[src/rtl/axis_frame_serializer_if.sv]
// Send-side and Aurora AXI4-Stream TX signals of axis_frame_serializer, bundled
// so the serializer and its driver share one port. slave is the serializer's view.
interface axis_frame_serializer_if #(
  parameter int AURORA_DATA_WIDTH = 64,
  parameter int SEND_DATA_WIDTH   = 1024,
  parameter int ADDR_WIDTH        = 10,
  parameter int TTL_WIDTH         = 2,
  parameter int ROUTER_ID_WIDTH   = 2
);
  logic                         send_valid;
  logic                         send_ready;
  logic [SEND_DATA_WIDTH-1:0]   send_data;
  logic [ADDR_WIDTH-1:0]        dst_addr;
  logic [TTL_WIDTH-1:0]         ttl;
  logic [ROUTER_ID_WIDTH-1:0]   router_id;
  logic                         axis_tx_tvalid;
  logic                         axis_tx_tready;
  logic [AURORA_DATA_WIDTH-1:0] axis_tx_tdata;
  logic                         axis_tx_tlast;
  logic                         done_serializer;
  logic                         busy;

  modport master (
    output send_valid, send_data, dst_addr, ttl, router_id, axis_tx_tready,
    input  send_ready, axis_tx_tvalid, axis_tx_tdata, axis_tx_tlast,
           done_serializer, busy
  );

  modport slave (
    input  send_valid, send_data, dst_addr, ttl, router_id, axis_tx_tready,
    output send_ready, axis_tx_tvalid, axis_tx_tdata, axis_tx_tlast,
           done_serializer, busy
  );
endinterface

[src/rtl/axis_frame_serializer.sv]
// Serializes one wide send word into an Aurora AXIS frame: header beat plus payload beats,
// with tready backpressure. Define SERIALIZER_CHECKSUM_EN to append an XOR checksum beat.
module axis_frame_serializer #(
  parameter int NUM_LANE          = 1,
  parameter int AURORA_DATA_WIDTH = 64 * NUM_LANE,
  parameter int SEND_DATA_WIDTH   = 1024,
  parameter int ADDR_WIDTH        = 10,
  parameter int TTL_WIDTH         = 2,
  parameter int ROUTER_ID_WIDTH   = 2
) (
  input logic                      clk,
  input logic                      rst_n,
  axis_frame_serializer_if.slave   bus
);
  localparam int DW        = AURORA_DATA_WIDTH;
  localparam int SW        = SEND_DATA_WIDTH;
  localparam int RW        = ROUTER_ID_WIDTH;
  localparam int P         = DW - 1 - RW;
  localparam int NUM_BEATS = (SW + P - 1) / P;
  localparam int CNT_W     = $clog2(NUM_BEATS + 1);
  localparam int PAD_W     = NUM_BEATS * P;
  localparam int HDR_W     = ADDR_WIDTH + TTL_WIDTH + RW + 1;
  localparam logic [CNT_W-1:0] LAST_CNT = CNT_W'(NUM_BEATS - 1);

  if (HDR_W > DW) begin : g_bad_width
    $error("axis_frame_serializer: header fields (%0d bits) exceed AXIS width %0d", HDR_W, DW);
  end

`ifdef SERIALIZER_CHECKSUM_EN
  typedef enum logic [1:0] {S_IDLE, S_HEADER, S_PAYLOAD, S_CHECKSUM} state_e;
  logic [P-1:0] csum_q, csum_d;
`else
  typedef enum logic [1:0] {S_IDLE, S_HEADER, S_PAYLOAD} state_e;
`endif

  state_e                state_q, state_d;
  logic [CNT_W-1:0]      cnt_q, cnt_d;
  logic [PAD_W-1:0]      data_q, data_d;
  logic [ADDR_WIDTH-1:0] addr_q, addr_d;
  logic [TTL_WIDTH-1:0]  ttl_q, ttl_d;
  logic [RW-1:0]         rid_q, rid_d;
  logic                  done_q, done_d;

  logic          tvalid;
  logic          tlast;
  logic [DW-1:0] tdata;
  logic [P-1:0]  chunk;

  // The capture register shifts down one chunk per accepted payload beat.
  assign chunk = data_q[P-1:0];

  // NOTE: every signal written here gets a default first, so no latch can be inferred.
  always_comb begin
    state_d = state_q;
    cnt_d   = cnt_q;
    data_d  = data_q;
    addr_d  = addr_q;
    ttl_d   = ttl_q;
    rid_d   = rid_q;
    done_d  = 1'b0;
    tvalid  = 1'b0;
    tlast   = 1'b0;
    tdata   = '0;
`ifdef SERIALIZER_CHECKSUM_EN
    csum_d  = csum_q;
`endif
    case (state_q)
      S_IDLE: begin
        cnt_d = '0;
`ifdef SERIALIZER_CHECKSUM_EN
        csum_d = '0;
`endif
        if (bus.send_valid) begin
          data_d  = PAD_W'(bus.send_data);
          addr_d  = bus.dst_addr;
          ttl_d   = bus.ttl;
          rid_d   = bus.router_id;
          state_d = S_HEADER;
        end
      end
      S_HEADER: begin
        tvalid             = 1'b1;
        tdata[HDR_W-1:0]   = {addr_q, ttl_q, rid_q, 1'b1};
        if (bus.axis_tx_tready) state_d = S_PAYLOAD;
      end
      S_PAYLOAD: begin
        tvalid = 1'b1;
        tdata  = {chunk, rid_q, 1'b0};
`ifndef SERIALIZER_CHECKSUM_EN
        tlast  = (cnt_q == LAST_CNT);
`endif
        if (bus.axis_tx_tready) begin
          data_d = data_q >> P;
`ifdef SERIALIZER_CHECKSUM_EN
          csum_d = csum_q ^ chunk;
`endif
          if (cnt_q == LAST_CNT) begin
            cnt_d = '0;
`ifdef SERIALIZER_CHECKSUM_EN
            state_d = S_CHECKSUM;
`else
            state_d = S_IDLE;
            done_d  = 1'b1;
`endif
          end else begin
            cnt_d = cnt_q + 1'b1;
          end
        end
      end
`ifdef SERIALIZER_CHECKSUM_EN
      S_CHECKSUM: begin
        tvalid = 1'b1;
        tlast  = 1'b1;
        tdata  = {csum_q, rid_q, 1'b0};
        if (bus.axis_tx_tready) begin
          state_d = S_IDLE;
          done_d  = 1'b1;
        end
      end
`endif
      default: state_d = S_IDLE;
    endcase
  end

  // NOTE: sequential state is updated with non-blocking assignments only.
  // NOTE: the capture registers are reset as well, so no stale fields survive an aborted frame.
  always_ff @(posedge clk or negedge rst_n) begin
    if (!rst_n) begin
      state_q <= S_IDLE;
      cnt_q   <= '0;
      data_q  <= '0;
      addr_q  <= '0;
      ttl_q   <= '0;
      rid_q   <= '0;
      done_q  <= 1'b0;
`ifdef SERIALIZER_CHECKSUM_EN
      csum_q  <= '0;
`endif
    end else begin
      state_q <= state_d;
      cnt_q   <= cnt_d;
      data_q  <= data_d;
      addr_q  <= addr_d;
      ttl_q   <= ttl_d;
      rid_q   <= rid_d;
      done_q  <= done_d;
`ifdef SERIALIZER_CHECKSUM_EN
      csum_q  <= csum_d;
`endif
    end
  end

  assign bus.send_ready      = (state_q == S_IDLE);
  assign bus.busy            = (state_q != S_IDLE);
  assign bus.done_serializer = done_q;
  assign bus.axis_tx_tvalid  = tvalid;
  assign bus.axis_tx_tlast   = tlast;
  assign bus.axis_tx_tdata   = tdata;

endmodule

[src/flat_wrapper.sv]
// flat-port wrapper written by rule: the top's interface ports become plain ports
module axis_frame_serializer_flat 
#(
  parameter int NUM_LANE          = 1,
  parameter int AURORA_DATA_WIDTH = 64 * NUM_LANE,
  parameter int SEND_DATA_WIDTH   = 1024,
  parameter int ADDR_WIDTH        = 10,
  parameter int TTL_WIDTH         = 2,
  parameter int ROUTER_ID_WIDTH   = 2
)
  (clk, rst_n, bus_send_valid, bus_send_data, bus_dst_addr, bus_ttl, bus_router_id, bus_axis_tx_tready, bus_send_ready, bus_axis_tx_tvalid, bus_axis_tx_tdata, bus_axis_tx_tlast, bus_done_serializer, bus_busy);
  axis_frame_serializer_if #(.AURORA_DATA_WIDTH(AURORA_DATA_WIDTH), .SEND_DATA_WIDTH(SEND_DATA_WIDTH), .ADDR_WIDTH(ADDR_WIDTH), .TTL_WIDTH(TTL_WIDTH), .ROUTER_ID_WIDTH(ROUTER_ID_WIDTH)) bus_i ();
  input logic clk;
  input logic rst_n;
  input wire logic [$bits(bus_i.send_valid)-1:0] bus_send_valid;
  input wire logic [$bits(bus_i.send_data)-1:0] bus_send_data;
  input wire logic [$bits(bus_i.dst_addr)-1:0] bus_dst_addr;
  input wire logic [$bits(bus_i.ttl)-1:0] bus_ttl;
  input wire logic [$bits(bus_i.router_id)-1:0] bus_router_id;
  input wire logic [$bits(bus_i.axis_tx_tready)-1:0] bus_axis_tx_tready;
  output wire logic [$bits(bus_i.send_ready)-1:0] bus_send_ready;
  output wire logic [$bits(bus_i.axis_tx_tvalid)-1:0] bus_axis_tx_tvalid;
  output wire logic [$bits(bus_i.axis_tx_tdata)-1:0] bus_axis_tx_tdata;
  output wire logic [$bits(bus_i.axis_tx_tlast)-1:0] bus_axis_tx_tlast;
  output wire logic [$bits(bus_i.done_serializer)-1:0] bus_done_serializer;
  output wire logic [$bits(bus_i.busy)-1:0] bus_busy;
  assign bus_i.send_valid = bus_send_valid;
  assign bus_i.send_data = bus_send_data;
  assign bus_i.dst_addr = bus_dst_addr;
  assign bus_i.ttl = bus_ttl;
  assign bus_i.router_id = bus_router_id;
  assign bus_i.axis_tx_tready = bus_axis_tx_tready;
  assign bus_send_ready = bus_i.send_ready;
  assign bus_axis_tx_tvalid = bus_i.axis_tx_tvalid;
  assign bus_axis_tx_tdata = bus_i.axis_tx_tdata;
  assign bus_axis_tx_tlast = bus_i.axis_tx_tlast;
  assign bus_done_serializer = bus_i.done_serializer;
  assign bus_busy = bus_i.busy;
  axis_frame_serializer #(.NUM_LANE(NUM_LANE), .AURORA_DATA_WIDTH(AURORA_DATA_WIDTH), .SEND_DATA_WIDTH(SEND_DATA_WIDTH), .ADDR_WIDTH(ADDR_WIDTH), .TTL_WIDTH(TTL_WIDTH), .ROUTER_ID_WIDTH(ROUTER_ID_WIDTH)) u_core (.clk(clk), .rst_n(rst_n), .bus(bus_i));
endmodule
[config.mk]
export PLATFORM = sky130hd
export DESIGN_NAME = axis_frame_serializer_flat
export DESIGN_NICKNAME = d
export VERILOG_FILES = /design/src/rtl/axis_frame_serializer_if.sv /design/src/rtl/axis_frame_serializer.sv /design/src/flat_wrapper.sv
export SDC_FILE = /design/constraint.sdc
export NUM_CORES = 2
export LEC_CHECK = 0
export ABC_AREA = 1
export BUFFER_PORTS_ARGS = -buffer_cell sky130_fd_sc_hd__buf_2
export CORE_AREA = 8 8 432 434
export CTS_CLUSTER_SIZE = 28
export DETAILED_ROUTE_END_ITERATION = 8
export DIE_AREA = 0 0 440 442
export PLACE_DENSITY_LB_ADDON = 0.1
export SLEW_MARGIN = 10
export SYNTH_ARGS = -nofsm -noshare
export SYNTH_HDL_FRONTEND = slang
export SYNTH_SLANG_ARGS = --single-unit
[constraint.sdc]
create_clock -name clk -period 4.5 [get_ports clk]
set_input_delay 0.225 -clock clk [delete_from_list [all_inputs] [get_ports clk]]
set_output_delay 0.225 -clock clk [all_outputs]
set_load 0.02 [all_outputs]
Word-level counts from Yosys, hierarchy flattened --
Index checks and enable logic that the tools add are counted.
Storage, ports and cells: bits in registers 1059, latch bits 0, memory bits (writable) 0, bits in read-only memories 0, output and inout bits 69, logic and storage cells 41, memories 0
Operators by class: add/sub/neg operators 1, multipliers 0, divide/modulo/power cells 0, $lt $le $gt $ge 0, eq/ne operators 7, shift operators 0, mux-type cells 18, bitwise operators 0, reduce and logical (&&, ||, !) cells 8
Operator list (number):
- $mux W1037 | 2
- $pmux W1037 S2 | 1
- $mux W49 | 1
- $pmux W15 S2 | 1
- $mux W5 | 2
- $pmux W5 S2 | 1
- $mux W2 | 4
- $ne A2 B2 Y1 const B | 3
- $pmux W2 S3 | 1
- $add A5 B1 Y5 const B | 1
- $eq A5 B5 Y1 const B | 1
- $mux W1 | 5
- $reduce_and A2 Y1 | 2
- $reduce_and A4 Y1 | 1
- $reduce_bool A2 Y1 | 2
- $reduce_and A3 Y1 | 1
- $eq A2 B1 Y1 const B | 1
- $eq A2 B2 Y1 const B | 1
- $logic_not A2 Y1 | 1
- $ne A2 B1 Y1 const B | 1
- $reduce_or A2 Y1 | 1

Depth between registers and ports, before layout --
depth in word-level cells 4, depth in mapped cells 11, depth with buffers taken out 9

Least setup slack after synthesis --
Ideal clock, no wire load.
path type reg-to-reg, start register u_core.state_q[0], end register u_core.data_q[404], library setup time 130 ps, data arrival time 1845 ps, required time 4370 ps, path slack 2525 ps, stages on the path, launching flop included 9, buffers on the path 3, period minus slack after synthesis 1975 ps, path through dfrtp_1 > inv_1 > ha_1 > inv_1 > o21ai_2 > buf_4 > buf_2 > clkbuf_1 > o21ai_0
On the way: cells in the longest elaborated chain, start to end 3, elaborated cells on any way between the ends 7
Ends and longest elaborated chain:
- start: declaration | line axis_frame_serializer.sv:36 | state_e state_q, state_d;
- start signal: assignment | line axis_frame_serializer.sv:140 | state_q <= state_d;
- $logic_not A2 Y1 *
- named net bus_send_ready | line flat_wrapper.sv:21 | output wire logic [$bits(bus_i.send_ready)-1:0] bus_send_ready;
- $ne A2 B2 Y1 (no source line) / $reduce_bool A2 Y1 (equally long branches)
- $reduce_and A3 Y1 (no source line)
- end signal: assignment | line axis_frame_serializer.sv:142 | data_q <= data_d;
- end: declaration | line axis_frame_serializer.sv:38 | logic [PAD_W-1:0] data_q, data_d;
Mark *: on every way through the listed nets, which the timed path passes. The rest lies on a longest branch. A chain may end at the register's enable or synchronous reset.

Final worst setup path --
start register u_core.state_q[0], end output port bus_axis_tx_tdata[10]
On the way: cells in the longest elaborated chain, start to end 2, elaborated cells on any way between the ends 3
Ends and longest elaborated chain:
- $eq A2 B2 Y1 / $eq A2 B1 Y1 (equally long branches) | line axis_frame_serializer.sv:67 | case (state_q)
- $pmux W15 S2 * | line axis_frame_serializer.sv:67
- end: declaration | line flat_wrapper.sv:23 | output wire logic [$bits(bus_i.axis_tx_tdata)-1:0] bus_axis_tx_tdata;
Every way passes the cells marked *; elsewhere a longest branch is shown, timed or not.

==> results_dict.tcl <==
set metrics [dict create \
    slew_headroom_pct 30.4 \
    p_leak_nw 33.3 \
    timing_hold_violations_final 0 \
    routed_wl_um 228000 \
    die_area_um2 194000 \
    cts-root-buf "clkbuf_16" \
    grt_pass1_vias 49686 \
    grt_pass1_wl_um 330000 \
    tightest_slew_ps 1040 \
    htreeDepth 4 \
    yosysSeqAreaShare_pct 53.2 \
    drt-vias-per-instance 4.63 \
    cts_sinks 1046 \
    cp-start-kind "flop" \
    firstDrtPassIters 6 \
    skew_ps 25.6 \
    core_um2 180000 \
    rsz0062_at_grt "no" \
    portBuffers 1110 \
    die_h_um 442 \
    ys_types 19 \
    cts.clk_slew.worst_paths_ps 60 \
    p_sw_share_pct 41.5 \
    yosysWarnings 0 \
    overflow 0 \
    clockBufferDepth 3 \
    wl_per_cell_um 22.5 \
    io_pins 1111 \
    antenna_found_initial 100 \
    grtUsageTotal_pct 22.6 \
    dp_hpwl_um 162000 \
    setup_viol 0 \
    routed-via-count 46927 \
    power_frac_seq_pct 38.6 \
    fin_nets 8651 \
    first_iter_violations 3153 \
    worstSetupPathType "reg2out" \
    combPwrFrac_pct 38.2 \
    drv_cap 0 \
    ys_seq_elements 1046 \
    cts_tree "built" \
    min_period_ps 3530 \
    fmax_mhz 283 \
    syn_avg_cell_area_um2 8.56 \
    post_cts_resized 0 \
    outcome "completed" \
    syn-cell-area_um2 49200 \
    synth_nets 6801 \
    drive_gt1_share_pct 30.4 \
    finalCritPeriodShare_pct 78.4 \
    hold_class "in2reg" \
    slew_violations 0 \
    p_sw_w 0.0191 \
    synthToLayoutAreaGrowth_pct 44.4 \
    post-route-util_pct 39.5 \
    worstSetupEndpointType "output pin" \
    vdd_ir_drop_max_uv 620 \
    layout_common_cells "o21ai_0 (1623), nand2_1 (1179), buf_2 (1109)" \
    ctsHoldBuffers 1002 \
    power_density_nw_per_um2 647 \
    p_int_w 0.0269 \
    crit_fanout 240 \
    grt_max_degree 244 \
    netlist_instances 5753 \
    cts-buffers-inserted 134 \
    clkLatencyLatePin_ps 780 \
    num_rows 156 \
    cp_data_required_time_ps 4280 \
    die_x_um 440 \
    hold_ws_ps 3.42 \
    start_util_pct 27.4 \
    cts_setup_buffers 0 \
    critPathArrivalTime_ps 3300 \
    drc_errors 0 \
    tns_ps 0 \
    final_common_cell "o21ai_0" \
    ant_nets 0 \
    p_clk_share_pct 23.2 \
    gp_congestion 0.850 \
]
state kept, by name, indices dropped and copies added (netlist names):
signal	cells
u_core.rid_q	2
u_core.state_q	2
u_core.bus.done_serializer	1
u_core.cnt_q	5
u_core.data_q	1024
u_core.addr_q	10
u_core.ttl_q	2
cells in the mapped netlist:
cell	count	area (µm²)
mux2_2	12	135
xor2_1	1	8.76
nand2_1	1179	4430
inv_1	61	229
nand3_1	5	25.0
or2_2	963	6020
nor3b_1	1	7.51
o21ai_0	1623	8120
clkbuf_1	246	923
nor2_1	12	45.0
dfrtp_1	1046	26200
o21ai_2	1	8.76
inv_2	1	3.75
a21oi_1	15	75.1
o21ai_1	369	1850
nand4_1	1	6.26
buf_2	199	996
ha_1	6	75.1
buf_4	12	90.1
power by group through the flow:
stage / clock network (W) / registers [W] / logic, W
after floorplan: 0 / 0.0160 / 0.0127
after global placement: 0 / 0.0180 / 0.0168
after detailed placement: 0 / 0.0180 / 0.0171
after CTS: 0.0110 / 0.0179 / 0.0179
after global routing: 0.0114 / 0.0183 / 0.0203
final: 0.0107 / 0.0178 / 0.0176
through the flow:
step / std cells / worst slack [ps] / total power (W) / area (µm²)
final: 10144 / 972 / 0.0460 / 71100
after global routing: 10127 / 720 / 0.0499 / 71000
after CTS: 10072 / 813 / 0.0468 / 70900
after detailed placement: 8835 / 1360 / 0.0351 / 56600
after global placement: 8835 / 1360 / 0.0348 / 56600
after floorplan: 5753 / 2530 / 0.0287 / 49200
cell type report:
cell class / count / area (µm²)
fillers: 18484 / 109000
multi-input cells: 4188 / 20800
clock buffers: 205 / 3960
diodes: 72 / 180
flip-flops and latches: 1046 / 26200
repair buffers: 2171 / 16400
well taps: 2370 / 2970
inverters: 62 / 240
clock inverters: 30 / 327
metal layers:
metal / vias up / share of wire [%] / global-route usage [%]
met1: 22263 / 40 / 26.2
met3: 511 / 3.9 / 3.62
met5: - / 0.044 / 0
met2: 1268 / 51 / 39.9
met4: 16 / 5.9 / 12.2
li1: 22869 / - / -
critical path, stage by stage, from the launching register on:
cell and delay [ps]:
dfrtp_1 410, inv_1 130, ha_4 440, buf_12 630, nand2_1 180, a21oi_1 400
buf_2 250
cell families after synthesis:
| logic type | count (synthesis) | share of synthesized area [%] |
|---|---|---|
| adder cells (fa/ha/maj) | 6 | 0.153 |
| XOR/XNOR | 1 | 0.0178 |
| buffers and inverters | 519 | 4.56 |
| AO/OA/AOI/OAI | 2008 | 20.4 |
| flip-flops | 1046 | 53.2 |
| AND/OR/NAND/NOR | 2161 | 21.4 |
| multiplexers | 12 | 0.275 |
final timing paths:
kind / start / to / slack (ps) / cells past startpoint
hold / removal: bus_send_data[363] / u_core.data_q[363] / 3 / 4
max in group asynchronous: rst_n / u_core.data_q[24] / 3120 / 3
min in group asynchronous: rst_n / u_core.data_q[404] / 20 / 2
setup / recovery: u_core.state_q[0] / bus_axis_tx_tdata[10] / 970 / 6
hold reg to reg: u_core.data_q[142] / u_core.data_q[142] / 480 / 2
setup reg to reg: u_core.state_q[0] / u_core.data_q[948] / 1380 / 9
No activity file was read; power rests on OpenSTA's default activity.
